[config.mk]
export PLATFORM = sky130hd
export DESIGN_NAME = fwrisc_prog_streamer
export DESIGN_NICKNAME = d
export VERILOG_FILES = /design/src/rtl/fwrisc_prog_streamer.sv
export SDC_FILE = /design/constraint.sdc
export NUM_CORES = 1
export LEC_CHECK = 0
export ABC_AREA = 1
export BUFFER_PORTS_ARGS = -buffer_cell sky130_fd_sc_hd__buf_4
export CAP_MARGIN = 20
export CORE_MARGIN = 2
export CORE_UTILIZATION = 58
export DETAILED_ROUTE_END_ITERATION = 8
export PLACE_DENSITY = 0.89
export SYNTH_ARGS = -nofsm -noshare
export SYNTH_HDL_FRONTEND = slang
export SYNTH_SLANG_ARGS = --single-unit
export TNS_END_PERCENT = 10
[constraint.sdc]
create_clock -name sys_clk -period 4.15 [get_ports sys_clk]
set_input_delay 0 -clock sys_clk [delete_from_list [all_inputs] [get_ports sys_clk]]
set_output_delay 0 -clock sys_clk [all_outputs]
set_load 0.02 [all_outputs]
[src/rtl/fwrisc_prog_streamer.sv]
`default_nettype none
// +--------------------------------------------------------------------------+
// | Module   : fwrisc_prog_streamer                                          |
// | Brief    : Streams a program image from a byte-wide memory into the      |
// |            UART CSR data register. Each byte is paced by a rising edge   |
// |            of tx_irq or ready. Optional thru-mode set-up write and       |
// |            trailing mod-256 checksum byte.                               |
// | Revision : 1.0 - initial release                                         |
// +--------------------------------------------------------------------------+

module fwrisc_prog_streamer #(
    parameter int ADDR_W    = 12,
    parameter bit THRU_INIT = 1'b1,
    parameter bit PACE_MODE = 1'b0,
    parameter bit CKSUM_EN  = 1'b0,
    parameter int TIMEOUT_W = 16
) (
    input  logic              sys_clk,
    input  logic              sys_rst,
    input  logic              start,
    input  logic              abort,
    input  logic [ADDR_W:0]   length,
    output logic [ADDR_W-1:0] mem_addr,
    input  logic [7:0]        mem_rdata,
    output logic [13:0]       csr_a,
    output logic              csr_we,
    output logic [31:0]       csr_di,
    input  logic              tx_irq,
    input  logic              ready,
    output logic              busy,
    output logic              done,
    output logic              timeout_err,
    output logic [ADDR_W:0]   sent_cnt
);

    // CSR map of the UART as seen by the streamer
    localparam logic [13:0]          C_CSR_DATA = 14'h000;
    localparam logic [13:0]          C_CSR_THRU = 14'h002;

    // Increment constants sized to their counters
    localparam logic [ADDR_W:0]      C_SENT_ONE = {{ADDR_W{1'b0}}, 1'b1};
    localparam logic [TIMEOUT_W-1:0] C_TMO_ONE  = {{(TIMEOUT_W-1){1'b0}}, 1'b1};

    // The WAIT cycle in which the counter steps onto all-ones is the last one
    localparam logic [TIMEOUT_W-1:0] C_TMO_LAST = {{(TIMEOUT_W-1){1'b1}}, 1'b0};

    typedef enum logic [2:0] {
        IDLE  = 3'd0,
        CFG   = 3'd1,
        FETCH = 3'd2,
        WRITE = 3'd3,
        WAIT  = 3'd4,
        CKSUM = 3'd5,
        DONE  = 3'd6
    } state_t;

    state_t              r_state;
    state_t              w_next;

    logic                r_ph;        // second cycle of a two-cycle CSR write
    logic [ADDR_W:0]     r_len;       // byte count latched at start
    logic [ADDR_W:0]     r_sent;      // data bytes written so far
    logic [7:0]          r_acc;       // running mod-256 byte sum
    logic [7:0]          r_byte;      // byte captured in the first WRITE cycle
    logic                r_pend;      // pace event seen while busy writing
    logic                r_ck_sent;   // checksum byte already written
    logic [TIMEOUT_W-1:0] r_tmo;      // WAIT dwell counter
    logic                r_err;       // sticky timeout flag
    logic                r_pace_d;    // pace source delayed one cycle

    logic                w_pace_src;
    logic                w_rise;
    logic                w_evt;
    logic                w_accept;
    logic                w_burst;
    logic                w_tmo_fire;

    // Pace source selection and rising-edge detect against the delayed copy
    assign w_pace_src = PACE_MODE ? ready : tx_irq;
    assign w_rise     = w_pace_src & ~r_pace_d;

    // A pace event in WAIT is either a live edge or one remembered from earlier
    assign w_evt      = r_pend | w_rise;

    // A start is honoured only from IDLE; abort has no effect there
    assign w_accept   = (r_state == IDLE) && start;

    // States that drive a two-cycle CSR write
    assign w_burst    = (r_state == CFG) || (r_state == WRITE) || (r_state == CKSUM);

    // Timeout fires when no event has arrived and the counter would hit all-ones
    assign w_tmo_fire = (r_state == WAIT) && !w_evt && (r_tmo == C_TMO_LAST) && !abort;

    // State register
    always_ff @(posedge sys_clk or posedge sys_rst) begin
        if (sys_rst) begin
            r_state <= IDLE;
        end else begin
            r_state <= w_next;
        end
    end

    // Next-state decode; abort from any active state overrides everything
    always_comb begin
        w_next = r_state;
        case (r_state)
            IDLE: begin
                if (start) begin
                    if (length == '0) begin
                        w_next = DONE;
                    end else begin
                        w_next = THRU_INIT ? CFG : FETCH;
                    end
                end
            end
            CFG: begin
                if (r_ph) begin
                    w_next = FETCH;
                end
            end
            FETCH: begin
                w_next = WRITE;
            end
            WRITE: begin
                if (r_ph) begin
                    w_next = WAIT;
                end
            end
            WAIT: begin
                if (w_evt) begin
                    if (r_sent < r_len) begin
                        w_next = FETCH;
                    end else if (CKSUM_EN && !r_ck_sent) begin
                        w_next = CKSUM;
                    end else begin
                        w_next = DONE;
                    end
                end else if (r_tmo == C_TMO_LAST) begin
                    w_next = IDLE;
                end
            end
            CKSUM: begin
                if (r_ph) begin
                    w_next = WAIT;
                end
            end
            DONE: begin
                w_next = IDLE;
            end
            default: begin
                w_next = IDLE;
            end
        endcase
        if ((r_state != IDLE) && abort) begin
            w_next = IDLE;
        end
    end

    // CSR bus decode from the current state. Read data arrives in the first
    // WRITE cycle, so that cycle forwards it while r_byte captures it; the
    // second cycle replays r_byte, keeping csr_di steady across both cycles.
    always_comb begin
        csr_we = 1'b0;
        csr_a  = 14'h000;
        csr_di = 32'h0000_0000;
        case (r_state)
            CFG: begin
                csr_we = 1'b1;
                csr_a  = C_CSR_THRU;
            end
            WRITE: begin
                csr_we = 1'b1;
                csr_a  = C_CSR_DATA;
                csr_di = {24'h000000, (r_ph ? r_byte : mem_rdata)};
            end
            CKSUM: begin
                csr_we = 1'b1;
                csr_a  = C_CSR_DATA;
                csr_di = {24'h000000, r_acc};
            end
            default: begin
                csr_we = 1'b0;
            end
        endcase
    end

    // Delayed copy of the pace source for edge detection
    always_ff @(posedge sys_clk or posedge sys_rst) begin
        if (sys_rst) begin
            r_pace_d <= 1'b0;
        end else begin
            r_pace_d <= w_pace_src;
        end
    end

    // Transfer bookkeeping: counters, checksum, pending event, timeout
    always_ff @(posedge sys_clk or posedge sys_rst) begin
        if (sys_rst) begin
            r_ph      <= 1'b0;
            r_len     <= '0;
            r_sent    <= '0;
            r_acc     <= 8'h00;
            r_byte    <= 8'h00;
            r_pend    <= 1'b0;
            r_ck_sent <= 1'b0;
            r_tmo     <= '0;
            r_err     <= 1'b0;
        end else begin
            // Phase toggles only while staying in a write state
            r_ph <= w_burst && (w_next == r_state);

            if (w_accept) begin
                r_len     <= length;
                r_sent    <= '0;
                r_acc     <= 8'h00;
                r_err     <= 1'b0;
                r_ck_sent <= 1'b0;
            end

            if ((r_state == WRITE) && !r_ph) begin
                r_byte <= mem_rdata;
            end

            // Byte is committed on the second write cycle unless aborted
            if ((r_state == WRITE) && r_ph && !abort) begin
                r_sent <= r_sent + C_SENT_ONE;
                r_acc  <= r_acc + r_byte;
            end

            if (r_state == CKSUM) begin
                r_ck_sent <= 1'b1;
            end

            // WAIT always consumes the pending flag; edges during writes set it
            if (w_accept || (r_state == WAIT)) begin
                r_pend <= 1'b0;
            end else if (((r_state == WRITE) || (r_state == CKSUM)) && w_rise) begin
                r_pend <= 1'b1;
            end

            // Counter sits at zero outside WAIT, so every WAIT entry starts fresh
            if (r_state == WAIT) begin
                r_tmo <= r_tmo + C_TMO_ONE;
            end else begin
                r_tmo <= '0;
            end

            if (w_tmo_fire) begin
                r_err <= 1'b1;
            end
        end
    end

    assign mem_addr    = r_sent[ADDR_W-1:0];
    assign sent_cnt    = r_sent;
    assign busy        = (r_state != IDLE);
    assign done        = (r_state == DONE);
    assign timeout_err = r_err;

endmodule

`default_nettype wire

# Word-level counts from Yosys, hierarchy flattened
# Cells that the tools add are included.
totals:
  register_bits: 65
  out_inout_bits: 75
  latch_bits: 0
  mem_count: 0
  mem_bits_ro: 0
  wordCells: 72
  ram_bits: 0
  input_bits: 27
classes:
  shifts: 0
  mul: 0
  magnitude_cmp: 1
  mux: 22
  bitwise: 3
  div_mod_pow: 0
  reduce_logical: 25
  add_sub_neg: 3
  eq_ne: 8
op_table:
  columns: ["cell", "count"]
  rows:
  - ["2-to-1 mux 13 bit", 2]
  - ["2-to-1 mux 3 bit", 8]
  - ["2-to-1 mux 8 bit", 3]
  - ["adder 16 x 1 -> 16 bit, second input constant", 1]
  - ["== test 16 bit, second input constant", 1]
  - ["2-to-1 mux 16 bit", 1]
  - ["case mux 8 bit (2 select lines)", 1]
  - ["case mux 3 bit (5 select lines)", 1]
  - ["adder 13 x 1 -> 13 bit, second input constant", 1]
  - ["logical NOT 13 bit", 1]
  - ["< comparator 13 bit", 1]
  - ["logical AND 1 bit", 10]
  - ["== test 3 bit, second input constant", 3]
  - ["adder 8 bit", 1]
  - ["== test 3 x 2 -> 1 bit, second input constant", 2]
  - ["nonzero test 2 bit", 3]
  - ["2-to-1 mux 1 bit", 5]
  - ["logical OR 1 bit", 4]
  - ["== test 3 x 1 -> 1 bit, second input constant", 1]
  - ["== test 3 bit", 1]
  - ["logical NOT 1 bit", 3]
  - ["logical NOT 3 bit", 1]
  - ["nonzero test 3 bit", 1]
  - ["OR reduction 3 bit", 1]
  - ["5 further kinds", 5]

# Logic depth before layout (Yosys ltp)
logic_depth:
  word_depth: 8
  ltp_mapped: 12
  mapped_depth_nobuf: 12

# Worst setup path after synthesis
# No wires, ideal clock.
synth_path:
  path_kind: "register -> register"
  from: "register r_acc[0]"
  to: "register r_acc[4]"
  required_time_ns: 4.021
  setup_time_ns: 0.129
  setup_slack_ns: 2.612
  t_arrival_ns: 1.409
  path_stages_with_launch: 6
  path_cell_list: "dfrtp_1 > ha_1 > fa_1 > a31oi_1 > xor2_1 > o21ai_0"
synth_via:
  elab_chain_cells: 2
synth_rtl:
  columns: ["item", "line_no", "text"]
  rows:
  - ["start, declared", "63", "logic [7:0] r_acc;"]
  - ["start signal, assigned", "227", "r_acc <= r_acc + r_byte;"]
  - ["adder 8 bit", "227", null]
  - ["2-to-1 mux 8 bit", "225", "if ((r_state == WRITE) && r_ph && !abort) begin"]
# Every way passes these cells.
# A chain may end at the register's enable or synchronous reset.

# Worst setup path after layout
layout_path:
  from: "register r_state[2]"
  to: "output csr_di[4]"
layout_via:
  elab_chain_cells: 2
  word_cells_on_any_way: 3
layout_rtl:
  columns: ["item", "line_no", "text"]
  rows:
  - ["start, declared", "57", "state_t r_state;"]
  - ["start signal, assigned", "99", "r_state <= w_next;"]
  - ["== test 3 bit / == test 3 x 2 -> 1 bit (equally long branches)", "166", "case (r_state)"]
  - ["case mux 8 bit (2 select lines) (*)", "166", null]
  - ["end, declared", "27", "output logic [31:0] csr_di,"]
# Mark *: on every way between the ends. The rest lies on a longest branch, timed or not.

==> impl_metrics.yaml <==
placement:
  io_buffers: 63
  dpl.cell_count: 678
  gp_congestion: 0.932
  place_hpwl_um: 6680
final_layout:
  drive_above_1_share_pct: 15.8
  final_cells: 718
  nets: 667
  syn2layout_area_growth_pct: 17.7
  layout_commonest_cell: "nand2_1"
  n_antenna_cell: 0
  n_fill_cell: 525
  mostFrequentLayoutCells: "137 x nand2_1, 65 x dfrtp_1, 64 x buf_4"
cts:
  numCtsBuffers: 9
  post_cts_resized: 0
  post_cts_buffers: 0
  cts_tree: "done"
  clk_pin_slew_ns: 0.07
  cts_sinks: 65
  clkLatencyLatePin_ns: 0.35
  htree_levels: 3
  cts_root_buf: "clkbuf_8"
  cts_buffer_depth: 2
  hold_buffers: 24
detailed_routing:
  routed-wl-met2_um: 4660
  drc: 0
  drtIter0Drc: 217
  num_vias: 3672
  wl_met1_um: 3940
  postRouteAntennaNets: 0
  drt-pass1-iter-count: 5
  wirelength_um: 9400
  vias_per_cell: 5.11
  dr.max_layer_used: "met4"
  dr_wl_met3_um: 618
  detail_route.wl_per_cell_um: 13.1
synth:
  ys_warn_count: 0
  yosys_register_bits: 65
  synth_edf_count: 0
  async_reset_ff_share_pct: 100
  syn_area_um2: 4180
  ys_seq_area_share_pct: 38.9
  syn_avg_cell_area_um2: 7.75
  syn_inst: 539
  ys_types: 41
  synth_ff_type: "dfrtp_1"
timing:
  drv_slew: 0
  fin_crit_ns: 2.25
  setup_viol: 0
  fin_crit_sh_pct: 54.1
  fmax_mhz: 445
  rsz0062_at_grt: "no"
  skew_ns: 0.0104
  slew_headroom_pct: 30.5
  tightest_slew_ns: 1.04
  fin_tns_setup_ns: 0
  finalHoldViolCount: 0
worst_setup_path:
  criticalPathCategory: "reg2out"
  worst_setup_path_start_kind: "flop"
  worstPathArrival_ns: 2.25
  cp_slowest_stage_delay_ns: 0.70
  r2r_setup_slack_ns: 1.93
  cp_cell_sequence: "inv_2 -> nand3_1 -> nor2_1 -> nand2_1 -> o211ai_1 -> buf_4"
  cp_num_buf_inv: 2
  endpoint_kind: "output port"
  critPathTopFamily: "simple AND/OR/NAND/NOR gates"
  rr_startpoint: "r_state[1]"
  cp_data_required_time_ns: 4.15
  crit_slowest_cell: "nor2_1"
  r2r_cells: 8
  crit_path_max_fanout: 16
  reg2reg_to: "r_acc[4]"
hold_path:
  hp-class: "in2async"
die:
  start_util_pct: 60.8
  fp.dieArea_um2: 7900
  die_h_um: 88.9
  num_io_pins: 102
  die_w_um: 88.9
  core-area_um2: 6870
  row_count: 30
status:
  outcome: "completed"
grt:
  grt_pass1_wl_um: 15500
  overflow: 0
  grt_start_max_net_pins: 50
  grt_util_all_layers_pct: 25.6
  antenna_found_initial: 0
  first_global_vias: 3534
power_and_ir_drop:
  p_leak_nw: 2.41
  power.density_nw_per_um2: 430
  ir_worst_vdd_v: 0.000465
job:
  timing.max_cap.violations: 0
-- flip-flops by register name (all words and copies together) (netlist names) --
signal / cells
sent_cnt: 13
timeout_err: 1
r_state: 3
r_tmo: 16
r_pend: 1
r_pace_d: 1
r_acc: 8
r_ph: 1
r_len: 13
r_byte: 8
-- area by class of cell --
class / count / area, µm² / area share [%]
repair buffers: 88 / 721 / 14.7
clock inverters: 5 / 55.1 / 1.12
inverters: 67 / 256 / 5.22
well taps: 96 / 120 / 2.44
clock buffers: 11 / 141 / 2.88
multi-input cells: 386 / 2000 / 40.6
flip-flops and latches: 65 / 1630 / 33.1
-- power by group --
part	internal [mW]	switching [mW]
clock network	0.292	0.249
logic	0.255	0.470
registers	0.758	0.0884
-- metal layers --
layer	vias to the layer above	GRT usage, %
li1	1808	-
met1	1707	33.1
met2	141	42.4
met3	16	5.78
met4	0	8.82
met5	-	0
-- cells by family (layout without fill, tap and decap cells) --
kind of cell               Yosys count  after routing  synth area share [%]
and+or+nand+nor                    238            238                  25.0
buffers and inverters              124            171                  16.5
AOI/OAI and AO/OA                   81             81                  10.9
DFF                                 65             65                  38.9
adders and majority gates           23             23                  7.07
xor gates and xnor gates             7              7                  1.47
other                                1             37                0.0898
-- Yosys cell counts (all sizes together) (2+ instances only) --
library cell | number | share of area [%]
xor2 | 5 | 1.0
nand4 | 4 | 0.96
nor3 | 10 | 1.3
o31ai | 2 | 0.36
nand3b | 3 | 0.54
ha | 22 | 6.6
inv | 67 | 6.1
o221ai | 3 | 0.63
nor4 | 2 | 0.30
a31oi | 5 | 0.75
nand3 | 23 | 2.9
a21oi | 23 | 2.8
o22ai | 2 | 0.30
nand2 | 139 | 13
nor2 | 54 | 5.8
o211ai | 5 | 0.90
dfrtp | 65 | 39
buf | 56 | 10
xnor2 | 2 | 0.42
o21ai | 38 | 4.6
o21a | 2 | 0.36
-- how the worst max path moves through the flow --
| stage | start | endpoint | slack, ns | cells past startpoint |
|---|---|---|---|---|
| 2_1_floorplan | sys_rst | r_acc[0] | 2.52 | 1 |
| 3_3_place_gp | r_state[1] | r_acc[4] | 2.00 | 8 |
| 3_5_place_dp | r_state[1] | r_acc[4] | 1.95 | 8 |
| 4_1_cts | r_state[2] | csr_di[4] | 1.89 | 6 |
| 5_1_grt | r_state[0] | csr_di[6] | 1.67 | 5 |
| 6_report | r_state[2] | csr_di[4] | 1.90 | 6 |
-- worst register-to-register path: stages (launching register included) --
cell	delay [ns]
dfrtp_1	0.50
nor2_4	0.16
nand2_2	0.07
nor2_2	0.79
inv_4	0.14
nand2_4	0.18
inv_4	0.09
nand2_1	0.06
o21ai_0	0.09
-- stage by stage --
stage	area [µm²]	power, mW	setup slack [ns]	utilization [%]	hold slack (ns)
finish	4920	2.11	1.90	71.6	0.192
detailed placement	4480	1.56	1.95	65.2	0.00318
floorplan	4310	1.41	2.52	-	0.0314
global route	4920	2.27	1.67	71.6	0.220
CTS	4920	2.12	1.89	71.6	0.187
global placement	4480	1.52	2.00	65.2	-0.0000250
No activity file was read; power rests on OpenSTA's default activity.
